### src/rtl/tlb_pkg.sv
//============================================================================
// Module : tlb_pkg
// Brief  : Shared types for the TLB op sequencer slice.
// Rev    : 1.0  initial release
//============================================================================
`default_nettype none

package tlb_pkg;

  localparam int TLB_IDX_BITS = 4;

  typedef enum logic [1:0] {
    TLBP  = 2'd0,
    TLBR  = 2'd1,
    TLBWI = 2'd2,
    TLBWR = 2'd3
  } tlb_op_t;

  typedef enum logic [1:0] {
    IDLE   = 2'd0,
    SETTLE = 2'd1,
    EXEC   = 2'd2,
    DONE   = 2'd3
  } tlb_seq_state_t;

  function automatic logic is_tlb_write(input tlb_op_t op);
    return (op == TLBWI) || (op == TLBWR);
  endfunction

endpackage

`default_nettype wire

### src/rtl/tlb_random_counter.sv
//============================================================================
// Module : tlb_random_counter
// Brief  : CP0 Random register; counts down to Wired, reloads at the top.
// Rev    : 1.0  initial release
//============================================================================
`default_nettype none

module tlb_random_counter #(
  parameter int IDX_BITS = 4,
  parameter int TLB_NUM  = 1 << IDX_BITS
) (
  input  logic                clk,
  input  logic                rst_n,
  input  logic                hold,
  input  logic                wired_we,
  input  logic [IDX_BITS-1:0] wired,
  output logic [IDX_BITS-1:0] random
);

  localparam logic [IDX_BITS-1:0] c_random_max = IDX_BITS'(TLB_NUM - 1);

  logic [IDX_BITS-1:0] r_random;
  logic [IDX_BITS-1:0] w_random_next;

  // Reload also covers wired >= max, which pins Random at the top entry.
  always_comb begin
    w_random_next = r_random;
    if (!hold) begin
      if (wired_we || (r_random <= wired)) w_random_next = c_random_max;
      else                                 w_random_next = r_random - 1'b1;
    end
  end

  always_ff @(posedge clk or negedge rst_n) begin
    if (!rst_n) r_random <= c_random_max;
    else        r_random <= w_random_next;
  end

  assign random = r_random;

endmodule

`default_nettype wire

### src/rtl/tlb_op_sequencer.sv
//============================================================================
// Module : tlb_op_sequencer
// Brief  : Sequences TLBP/TLBR/TLBWI/TLBWR against the shared TLB array.
// Rev    : 1.0  initial release
//============================================================================
`default_nettype none

module tlb_op_sequencer
  import tlb_pkg::*;
#(
  parameter int IDX_BITS = TLB_IDX_BITS,
  parameter int TLB_NUM  = 1 << IDX_BITS
) (
  input  logic                clk,
  input  logic                rst_n,
  input  logic                op_valid,
  input  logic [1:0]          op_type,
  output logic                op_ready,
  input  logic                op_kill,
  output logic                op_done,
  output logic                stall,
  input  logic [31:0]         cp0_index,
  input  logic [IDX_BITS-1:0] cp0_wired,
  input  logic                cp0_wired_we,
  output logic [IDX_BITS-1:0] cp0_random,
  output logic                tlb_we,
  output logic [31:0]         tlb_index,
  input  logic [31:0]         tlb_probe_index,
  output logic                cp0_index_we,
  output logic [31:0]         cp0_index_wdata,
  output logic                cp0_tlbr_we,
  output logic                itlb_flush
);

  tlb_seq_state_t      r_state;
  tlb_seq_state_t      w_next_state;
  tlb_op_t             r_op;
  logic [IDX_BITS-1:0] r_idx;
  logic [31:0]         r_probe;
  logic                w_accept;
  logic                w_unused_index_bits;

  assign w_unused_index_bits = ^cp0_index[31:IDX_BITS];
  assign w_accept            = op_valid && (r_state == IDLE);

  tlb_random_counter #(
    .IDX_BITS (IDX_BITS),
    .TLB_NUM  (TLB_NUM)
  ) u_random (
    .clk      (clk),
    .rst_n    (rst_n),
    .hold     (r_state == EXEC),
    .wired_we (cp0_wired_we),
    .wired    (cp0_wired),
    .random   (cp0_random)
  );

  always_comb begin
    w_next_state = r_state;
    case (r_state)
      IDLE:    if (w_accept) w_next_state = SETTLE;
      SETTLE:  w_next_state = op_kill ? IDLE : EXEC;
      EXEC:    w_next_state = DONE;
      DONE:    w_next_state = IDLE;
      default: w_next_state = IDLE;
    endcase
  end

  // TLBWR samples Random before any same-cycle Wired write reloads it.
  always_ff @(posedge clk or negedge rst_n) begin
    if (!rst_n) begin
      r_state <= IDLE;
      r_op    <= TLBP;
      r_idx   <= '0;
      r_probe <= '0;
    end else begin
      r_state <= w_next_state;
      if (w_accept) begin
        r_op  <= tlb_op_t'(op_type);
        r_idx <= (tlb_op_t'(op_type) == TLBWR) ? cp0_random : cp0_index[IDX_BITS-1:0];
      end
      if ((r_state == EXEC) && (r_op == TLBP)) r_probe <= tlb_probe_index;
    end
  end

  assign op_ready        = (r_state == IDLE);
  assign stall           = w_accept || (r_state != IDLE);
  assign tlb_we          = (r_state == EXEC) && is_tlb_write(r_op);
  assign cp0_tlbr_we     = (r_state == EXEC) && (r_op == TLBR);
  assign op_done         = (r_state == DONE);
  assign cp0_index_we    = (r_state == DONE) && (r_op == TLBP);
  assign itlb_flush      = (r_state == DONE) && is_tlb_write(r_op);
  assign cp0_index_wdata = r_probe;
  assign tlb_index       = (r_state != IDLE) ? {{(32-IDX_BITS){1'b0}}, r_idx} : 32'd0;

endmodule

`default_nettype wire

### config.mk
export PLATFORM = sky130hd
export DESIGN_NAME = tlb_op_sequencer
export DESIGN_NICKNAME = d
export VERILOG_FILES = /design/src/rtl/tlb_pkg.sv /design/src/rtl/tlb_random_counter.sv /design/src/rtl/tlb_op_sequencer.sv
export SDC_FILE = /design/constraint.sdc
export NUM_CORES = 1
export LEC_CHECK = 0
export BUFFER_PORTS_ARGS = -buffer_cell sky130_fd_sc_hd__buf_2
export CORE_ASPECT_RATIO = 0.75
export CORE_MARGIN = 8
export CORE_UTILIZATION = 37
export CTS_CLUSTER_DIAMETER = 60
export DETAILED_ROUTE_END_ITERATION = 12
export PLACE_DENSITY_LB_ADDON = 0.12
export SYNTH_ARGS = -nofsm -noshare
export SYNTH_HDL_FRONTEND = slang
export SYNTH_SLANG_ARGS = --single-unit
export TNS_END_PERCENT = 100
### constraint.sdc
create_clock -name clk -period 1.45 [get_ports clk]
set_input_delay 0.29 -clock clk [delete_from_list [all_inputs] [get_ports clk]]
set_output_delay 0.29 -clock clk [all_outputs]
set_load 0.03 [all_outputs]
# Word level (Yosys, flattened, before mapping)

Index checks and enable logic that the tools add are counted.

Add/subtract/negate cells: 1
Muxes and demuxes: 6
Equality and inequality tests: 8
Order comparisons: 1
Reduce and logical (&&, ||, !) cells: 12

Operators by type and width:

| cell                | number |
|---|---|
| $mux 4              | 3 |
| $eq 2x2->1 const B  | 5 |
| $pmux 2 s4          | 1 |
| $logic_and 1x1->1   | 6 |
| $eq 2x1->1 const B  | 2 |
| $le 4x4->1          | 1 |
| $logic_not 2->1     | 2 |
| $mux 2              | 2 |
| $sub 4x1->4 const B | 1 |
| $logic_or 1x1->1    | 3 |
| $ne 2x1->1 const B  | 1 |
| $reduce_bool 2->1   | 1 |

Input port bits: 75
Output and inout bits: 75
Logic and storage cells: 33
Bits in registers: 44

# Logic depth before layout (Yosys ltp)

Gate-level depths: netlist of the first run.

Depth in word-level cells: 4
Gate-level depth with buffers: 6
Depth with buffers taken out: 6

# By module

Synthesis of the first run repeated with hierarchy kept, for this count alone.

Cells, all modules: 173
Area, all modules: 2,177.1 µm²

By module, submodules not included:

| module             | cells an instance | times used | area each (µm²) | sequential area each (µm²) |
|---|---|---|---|---|
| tlb_op_sequencer   | 138               | 1          | 1,839.3         | 1,001.0 |
| tlb_random_counter | 35                | 1          | 337.8           | 105.1 |

# Worst setup path after synthesis of the first run

Ideal clock, no wire load.

Path kind: register to output
Start point: register r_state[0]
End point: output port cp0_tlbr_we
Stages on the path, launching flop included: 4
Setup slack: -0.318 ns
Arrival: 1.478 ns
Required time: 1.160 ns
Path through: dfrtp_1 > nand2b_4 > buf_2 > nor3b_1

Cells in the longest elaborated chain, start to end: 2

Ends and longest elaborated chain:

| element                | line                   | RTL |
|---|---|---|
| from (decl)            | tlb_op_sequencer.sv:35 | `tlb_seq_state_t r_state;` |
| from (signal assigned) | tlb_op_sequencer.sv:77 | `r_state <= w_next_state;` |
| $eq 2x2->1             | tlb_op_sequencer.sv:89 | `assign cp0_tlbr_we = (r_state == EXEC) && (r_op == TLBR);` |
| $logic_and 1x1->1      | tlb_op_sequencer.sv:89 |  |
| to (decl)              | tlb_op_sequencer.sv:31 | `output logic cp0_tlbr_we,` |

Every way passes these cells.

# Final worst setup path of the first run

Start point: register r_state[0]
End point: output port stall

Cells in the longest elaborated chain, start to end: 3

Ends and longest elaborated chain:

| element              | line                   | RTL |
|---|---|---|
| $logic_not 2->1      | tlb_op_sequencer.sv:44 | `assign w_accept = op_valid && (r_state == IDLE);` |
| $logic_and 1x1->1    | tlb_op_sequencer.sv:44 |  |
| $logic_or 1x1->1 (*) | tlb_op_sequencer.sv:87 | `assign stall = w_accept \|\| (r_state != IDLE);` |
| to (decl)            | tlb_op_sequencer.sv:21 | `output logic stall,` |

Every way passes the cells marked *; elsewhere a longest branch is shown, timed or not.

==> results.md, run 1 <==
| Quantity | This run | Unit |
|---|---|---|
| Post-placement setup slack | -0.146 | ns |
| Antenna viol nets, final | 0 | - |
| Floorplan Core Area | 5710 | sq um |
| Die boundary height | 82.0 | um |
| Source-to-sink clock delay at the later pin of the worst-skew pair | 0.29 | ns |
| Congestion Overflow GR | 0 | - |
| Max Buffers Root-to-Sink | 2 | - |
| CP max FO | 4 | - |
| RSZ-0062 raised after global routing | yes | - |
| Worst hold slack | 0.175 | ns |
| Iteration-0 DRC Markers | 21 | - |
| Class of the tightest hold or removal check | in2reg | - |
| Result of the run | finished with violations | - |
| RR Endpoint | u_random.random[1]$_DFFE_PN1N_ | - |
| Row count | 24 | - |
| Crit path capture type | output port | - |
| Routed WL | 5.65 | mm |
| Max-slew violation count | 0 | - |
| # port buffers | 93 | - |
| Routed length on met3 | 593 | um |
| Power density over the cells | 2230 | nW/um^2 |
| Launching element type of the critical path | flop | - |
| Crit path DAT | 1.29 | ns |
| Post-synthesis register bit count | 44 | - |
| Worst Hold Path Cells | 2 | - |
| Layout net count | 375 | - |
| Yosys warning count | 0 | - |
| Fmax | 632 | MHz |
| Min cycle time layout | 1.58 | ns |
| Residual DRC count | 0 | - |
| Effective utilization at floorplan | 0.376 | - |
| Cell type contributing the most total cell area after synthesis | sky130_fd_sc_hd__dfrtp_1 | - |
| M1 wire length | 2.46 | mm |
| Critical Setup Path Class | reg2out | - |
| Final weighted congestion in routability-driven placement | 0.725 | - |
| Deepest level of the CTS H-tree | 2 | - |
| Wire length per cell after detailed routing | 15.1 | um |
| Inserted Diodes | 0 | - |
| Vias in the first global route | 1777 | - |
| Number of antenna violations at the first check in global routing | 0 | - |
| Area grow syn2layout | 49.9 | % |
| Worst setup path startpoint | r_state[0]$_DFFE_PN0P_ | - |
| Worst reg2reg path startpoint | u_random.random[1]$_DFFE_PN1N_ | - |
| Sequential share of the synthesized area | 0.515 | - |
| Die ar. | 8520 | sq um |
| Synthesized area divided by synthesized cell count | 12.1 | sq um |
| Final standard cell utilization of the core | 0.564 | - |
| Max-cap violation count | 0 | - |
| Worst VDD drop | 1.19 | mV |
| Clock skew after layout | 0.00598 | ns |
| HPWL reported at the end of detailed placement | 3.97 | mm |
| Share of Yosys cell area claimed by the top area cell type | 0.466 | - |
| PnR worst setup slack | -0.133 | ns |
| Total met2 wirelength after detailed routing | 2.57 | mm |
| Failing checks | setup timing | - |
| Library cell used as clock root buffer | sky130_fd_sc_hd__clkbuf_8 | - |
| I/O pin total | 150 | - |
| Number of instances in the synthesized netlist | 177 | - |
| Hold violation total from the final report | 0 | - |
| Fraction of layout instances using a drive strength above 1 | 0.615 | - |
| Setup slack, reg-to-reg | -0.09 | ns |
| Largest net degree at the start of global routing | 45 | - |
| Pwr Total | 7.18 | mW |
| Path depth of the worst reg2reg path | 6 | - |
| Overall Global Routing Usage | 0.124 | - |
| Routed vias | 1641 | - |
| HP Start | op_kill | - |
| Detail-routed via count per cell | 4.39 | - |
| Sinks on the clock net | 44 | - |
| Number of library cell types mapped by synthesis | 32 | - |
| TritonCTS clock tree | yes | - |
| Endpoint required time on the critical path | 1.16 | ns |
| Highest metal layer used by the detailed router | met4 | - |
| Mapped cell area | 2150 | sq um |
| Dominant cells by area after synthesis | sky130_fd_sc_hd__dfrtp_1 (47%), sky130_fd_sc_hd__mux2_2 (16%), sky130_fd_sc_hd__buf_4 (10%) | - |
| Floorplan die width | 104 | um |
| TritonRoute pass-1 iters | 4 | - |
| Final worst path period share | 1.09 | - |
| Clk pin slew, worst setup/hold paths | 0.08 | ns |
| Total negative slack | -3.13 | ns |
| Leakage dissipation | 1.64 | nW |
| Count of final setup violators | 47 | - |
| Wire length of the first global-routing pass | 8.68 | mm |
| Number of buffers added by the clock tree synthesis step | 5 | - |
-- stage by stage --
step | cell area, sq um | instances
after floorplan | 2280 | 204
after global placement | 2720 | 356
after detailed placement | 2720 | 356
after CTS | 2960 | 369
after global routing | 3220 | 374
final | 3220 | 374
-- area by class of cell --
class / count / area [sq um]
tap: 78 / 97.6
multi-input combinational: 120 / 1080
sequential: 44 / 1110
fill: 499 / 2490
inverter: 7 / 26.3
clock buffer: 7 / 86.3
timing repair buffer: 117 / 812
clock inverter: 1 / 7.51
-- kinds of logic after synthesis --
family          after synthesis  synth area share
fa+ha+maj                     5            0.0291
buf+inv                      40             0.132
compound gates               16            0.0443
mux                          37             0.192
flops                        44             0.515
other cells                   1           0.00175
simple gates                 34            0.0863
-- flip-flops by register name, indices dropped and copies added (netlist names), named ones only --
signal,flops
cp0_index_wdata,32
r_idx,4
u_random.random,4
r_op,2
r_state,1
-- placed cells by master, fill, tap and decap left out, types with 3 or more instances in the layout --
cell type / count
sky130_fd_sc_hd__dfstp_2: 4
sky130_fd_sc_hd__nor2b_1: 5
sky130_fd_sc_hd__a21oi_1: 5
sky130_fd_sc_hd__buf_2: 78
sky130_fd_sc_hd__nor2_1: 11
sky130_fd_sc_hd__mux2i_1: 4
sky130_fd_sc_hd__inv_1: 6
sky130_fd_sc_hd__ha_1: 3
sky130_fd_sc_hd__buf_6: 11
sky130_fd_sc_hd__dfrtp_1: 39
sky130_fd_sc_hd__clkbuf_8: 6
sky130_fd_sc_hd__nor2_4: 3
sky130_fd_sc_hd__conb_1: 28
sky130_fd_sc_hd__buf_12: 4
sky130_fd_sc_hd__mux2_4: 32
sky130_fd_sc_hd__a21oi_2: 3
sky130_fd_sc_hd__buf_4: 21
-- critical path: stages (launching register included) --
cell and delay, ns:
sky130_fd_sc_hd__dfrtp_1 0.40, sky130_fd_sc_hd__buf_6 0.14, sky130_fd_sc_hd__or3_4 0.32, sky130_fd_sc_hd__buf_6 0.14
-- worst max path at each step --
stage / depth (start not counted) / slack [ns] / to
6_report: 3 / -0.13 / stall
5_1_grt: 3 / -0.19 / stall
4_1_cts: 3 / -0.15 / stall
3_5_place_dp: 5 / -0.15 / u_random.random[1]$_DFFE_PN1N_
3_3_place_gp: 5 / -0.14 / u_random.random[1]$_DFFE_PN1N_
2_1_floorplan: 5 / -0.20 / u_random.random[2]$_DFFE_PN1N_
-- timing repair --
action / 4_1_cts / 5_1_grt
hold buffers: 1 / 0
cloned: 0 / 3
hold endpoints to repair: 40 / 0
setup endpoints to repair: 18 / 53
buffers inserted: 4 / 2
resized for setup: 32 / 46
pin swaps: 7 / 4
-- routing by layer --
metal  vias to the layer above  track usage
met5                         -            0
met4                         0       0.0388
met3                         5       0.0729
met2                        72        0.190
met1                       787        0.146
li1                        777            -
-- report_power, final --
part           switching (mW)  internal, mW  leakage [nW]
sequential              0.322          1.83         0.517
clock                   0.411         0.387        0.0445
combinational            2.35          1.88          1.08
total                    3.08          4.09          1.64
-- cell usage after synthesis, drive strengths merged --
master / instances
a211oi: 1
a21boi: 1
a21oi: 8
a22oi: 1
a31oi: 1
a41oi: 1
and2: 2
buf: 33
conb: 1
dfrtp: 40
dfstp: 4
ha: 5
inv: 7
mux2: 33
mux2i: 4
nand2: 3
nand2b: 2
nand3: 1
nand4: 1
nor2: 14
nor2b: 5
nor3: 3
nor3b: 1
o211ai: 1
o21ai: 2
or2: 1
or3: 1
No activity file was read; power rests on OpenSTA's default activity.
==> inputs of run 2 (changes only) <==
--- a/config.mk
+++ b/config.mk
@@ -12,6 +12,7 @@
 export CTS_CLUSTER_DIAMETER = 60
 export DETAILED_ROUTE_END_ITERATION = 12
 export PLACE_DENSITY_LB_ADDON = 0.12
+export RECOVER_POWER = 100
 export SYNTH_ARGS = -nofsm -noshare
 export SYNTH_HDL_FRONTEND = slang
 export SYNTH_SLANG_ARGS = --single-unit
==> run 2 against run 1 <==
Against the previous run: the run still ends with setup timing left; register-to-register slack barely moved; die area did not move; utilization fell by 0.96 points; total power fell by 1.7%; count of clock-buffer cells in the layout did not move; fmax barely moved; first-iteration DRC count rose by 14%; routed wire length fell by 0.18%; combinational power fell by 3%; hold slack got worse by 0.00074 ns; non-clock buffer count did not move; cell count did not move; highest routed layer unchanged.
==> results.md, run 2 (same netlist as run 1, synthesis figures left out) <==
| Quantity | This run | Unit |
|---|---|---|
| Min cycle time layout | 1.58 | ns |
| TritonRoute pass-1 iters | 4 | - |
| Post-route insts no fill | 374 | - |
| Congestion Overflow GR | 0 | - |
| I/O pin total | 150 | - |
| Most common cell after layout, fill and taps aside | sky130_fd_sc_hd__buf_2 | - |
| Row count | 24 | - |
| Count of final setup violators | 47 | - |
| Vias in the first global route | 1777 | - |
| Critical Path Slowest Stage Cell | sky130_fd_sc_hd__dfrtp_1 | - |
| Overall Global Routing Usage | 0.124 | - |
| Critical Setup Path Class | reg2out | - |
| CP max FO | 4 | - |
| Max incr delay on CP | 0.40 | ns |
| Library cell used as clock root buffer | sky130_fd_sc_hd__clkbuf_8 | - |
| Effective utilization at floorplan | 0.376 | - |
| Source-to-sink clock delay at the later pin of the worst-skew pair | 0.29 | ns |
| Largest net degree at the start of global routing | 45 | - |
| Power density over the cells | 2230 | nW/um^2 |
| Class of the tightest hold or removal check | in2reg | - |
| Max reg flops | 32 | - |
| # port buffers | 93 | - |
| Tightest Pin Transition | 0.597 | ns |
| Layout net count | 375 | - |
| Launching element type of the critical path | flop | - |
| Wire length per cell after detailed routing | 15.1 | um |
| Max-cap violation count | 0 | - |
| Top library cells by usage in the layout, fill and taps aside | sky130_fd_sc_hd__buf_2 (47), sky130_fd_sc_hd__dfrtp_1 (39), sky130_fd_sc_hd__clkbuf_1 (33), sky130_fd_sc_hd__mux2_4 (32), sky130_fd_sc_hd__conb_1 (28) | - |
| PnR worst setup slack | -0.134 | ns |
| Floorplan die width | 104 | um |
| Area grow syn2layout | 47.3 | % |
| Result of the run | finished with violations | - |
| Routed WL | 5.64 | mm |
| Die boundary height | 82.0 | um |
| Number of buffers added by the clock tree synthesis step | 5 | - |
| Endpoint required time on the critical path | 1.16 | ns |
| Leakage dissipation | 1.53 | nW |
| Routed vias | 1640 | - |
| Detail-routed via count per cell | 4.39 | - |
| Max-slew violation count | 0 | - |
| Wire length of the first global-routing pass | 8.68 | mm |
| TritonCTS clock tree | yes | - |
| Final worst path period share | 1.09 | - |
| Floorplan Core Area | 5710 | sq um |
| Residual DRC count | 0 | - |
| Number of cells after detailed placement | 356 | - |
| RSZ-0062 raised after global routing | yes | - |
| Buffers plus inverters on the worst setup path | 2 | - |
| Sinks on the clock net | 44 | - |
| Max transition margin | 0.602 | - |
| Clock skew after layout | 0.00667 | ns |
| Fmax | 632 | MHz |
| Total cell area at the placement stage | 2720 | sq um |
| Max Buffers Root-to-Sink | 2 | - |
| Top Family by Delay on Critical Path | flip-flops | - |
| Die ar. | 8520 | sq um |
| Inserted Diodes | 0 | - |
| Final cell area excluding filler cells | 3160 | sq um |
| Crit path capture type | output port | - |
| Iteration-0 DRC Markers | 24 | - |
| Worst VDD drop | 1.15 | mV |
| Critical path, cell by cell | buf_6 -> or3_4 -> buf_6 | - |
| HPWL reported at the end of detailed placement | 3.97 | mm |
| Hold violation total from the final report | 0 | - |
| Deepest level of the CTS H-tree | 2 | - |
| Cell mode on critical path | sky130_fd_sc_hd__buf_6 | - |
| Number of antenna violations at the first check in global routing | 0 | - |
| Final weighted congestion in routability-driven placement | 0.725 | - |
| Failing checks | setup timing | - |
| Fraction of layout instances using a drive strength above 1 | 0.503 | - |
| Clk pin slew, worst setup/hold paths | 0.08 | ns |
| Antenna viol nets, final | 0 | - |
| Crit path DAT | 1.29 | ns |
## run 2: area by class of cell
class / count / area [sq um]
Multi-Input combinational cell: 120 / 1080
Tap cell: 78 / 97.6
Clock inverter: 1 / 7.51
Fill cell: 526 / 2540
Sequential cell: 44 / 1110
Inverter: 7 / 26.3
Clock buffer: 7 / 86.3
Timing Repair Buffer: 117 / 757
## run 2: through the flow
stage | hold slack [ns] | setup slack, ns | setup TNS [ns] | total power [mW] | utilization
floorplan | -0.00559 | -0.197 | -0.783 | 4.57 | -
global placement | 0.288 | -0.144 | -0.476 | 5.57 | 0.477
detailed placement | 0.289 | -0.146 | -0.487 | 5.60 | 0.477
CTS | 0.170 | -0.154 | -1.42 | 6.68 | 0.519
global route | 0.159 | -0.186 | -5.79 | 7.48 | 0.554
finish | 0.174 | -0.134 | -3.19 | 7.05 | 0.554
## run 2: worst paths after layout
kind                                                 start                              end  slack, ns  cells after the start
max                                 r_state[0]$_DFFE_PN0P_                            stall      -0.13                      3
min                                                op_kill                             flop       0.17                      2
max reg2reg                 u_random.random[1]$_DFFE_PN1N_   u_random.random[1]$_DFFE_PN1N_      -0.09                      6
min reg2reg                cp0_index_wdata[11]$_DFFE_PN0P_  cp0_index_wdata[11]$_DFFE_PN0P_       0.51                      1
max in group asynchronous                            rst_n                        async pin       0.37                      3
min in group asynchronous                            rst_n   cp0_index_wdata[1]$_DFFE_PN0P_       0.65                      3
## run 2: per-layer routing
layer	part of all wire	vias up	wire length [um]	GRT usage
li1	-	776	-	-
met1	0.43	787	2450	0.146
met2	0.45	72	2560	0.190
met3	0.11	5	593	0.0729
met4	0.0057	0	32	0.0388
met5	0	-	0	0
## run 2: power by group
part           switching, mW  internal (mW)  total (mW)
clock network          0.412          0.387       0.799
registers              0.335           1.83        2.16
logic                   2.35           1.74        4.09
total                   3.10           3.96        7.05
## run 2: what timing repair did
item,CTS,global route
hold buffers,1,0
cloned,0,3
setup endpoints to repair,18,53
pin swaps,7,4
gates resized for setup,32,46
hold endpoints to repair,40,0
setup buffers,4,2
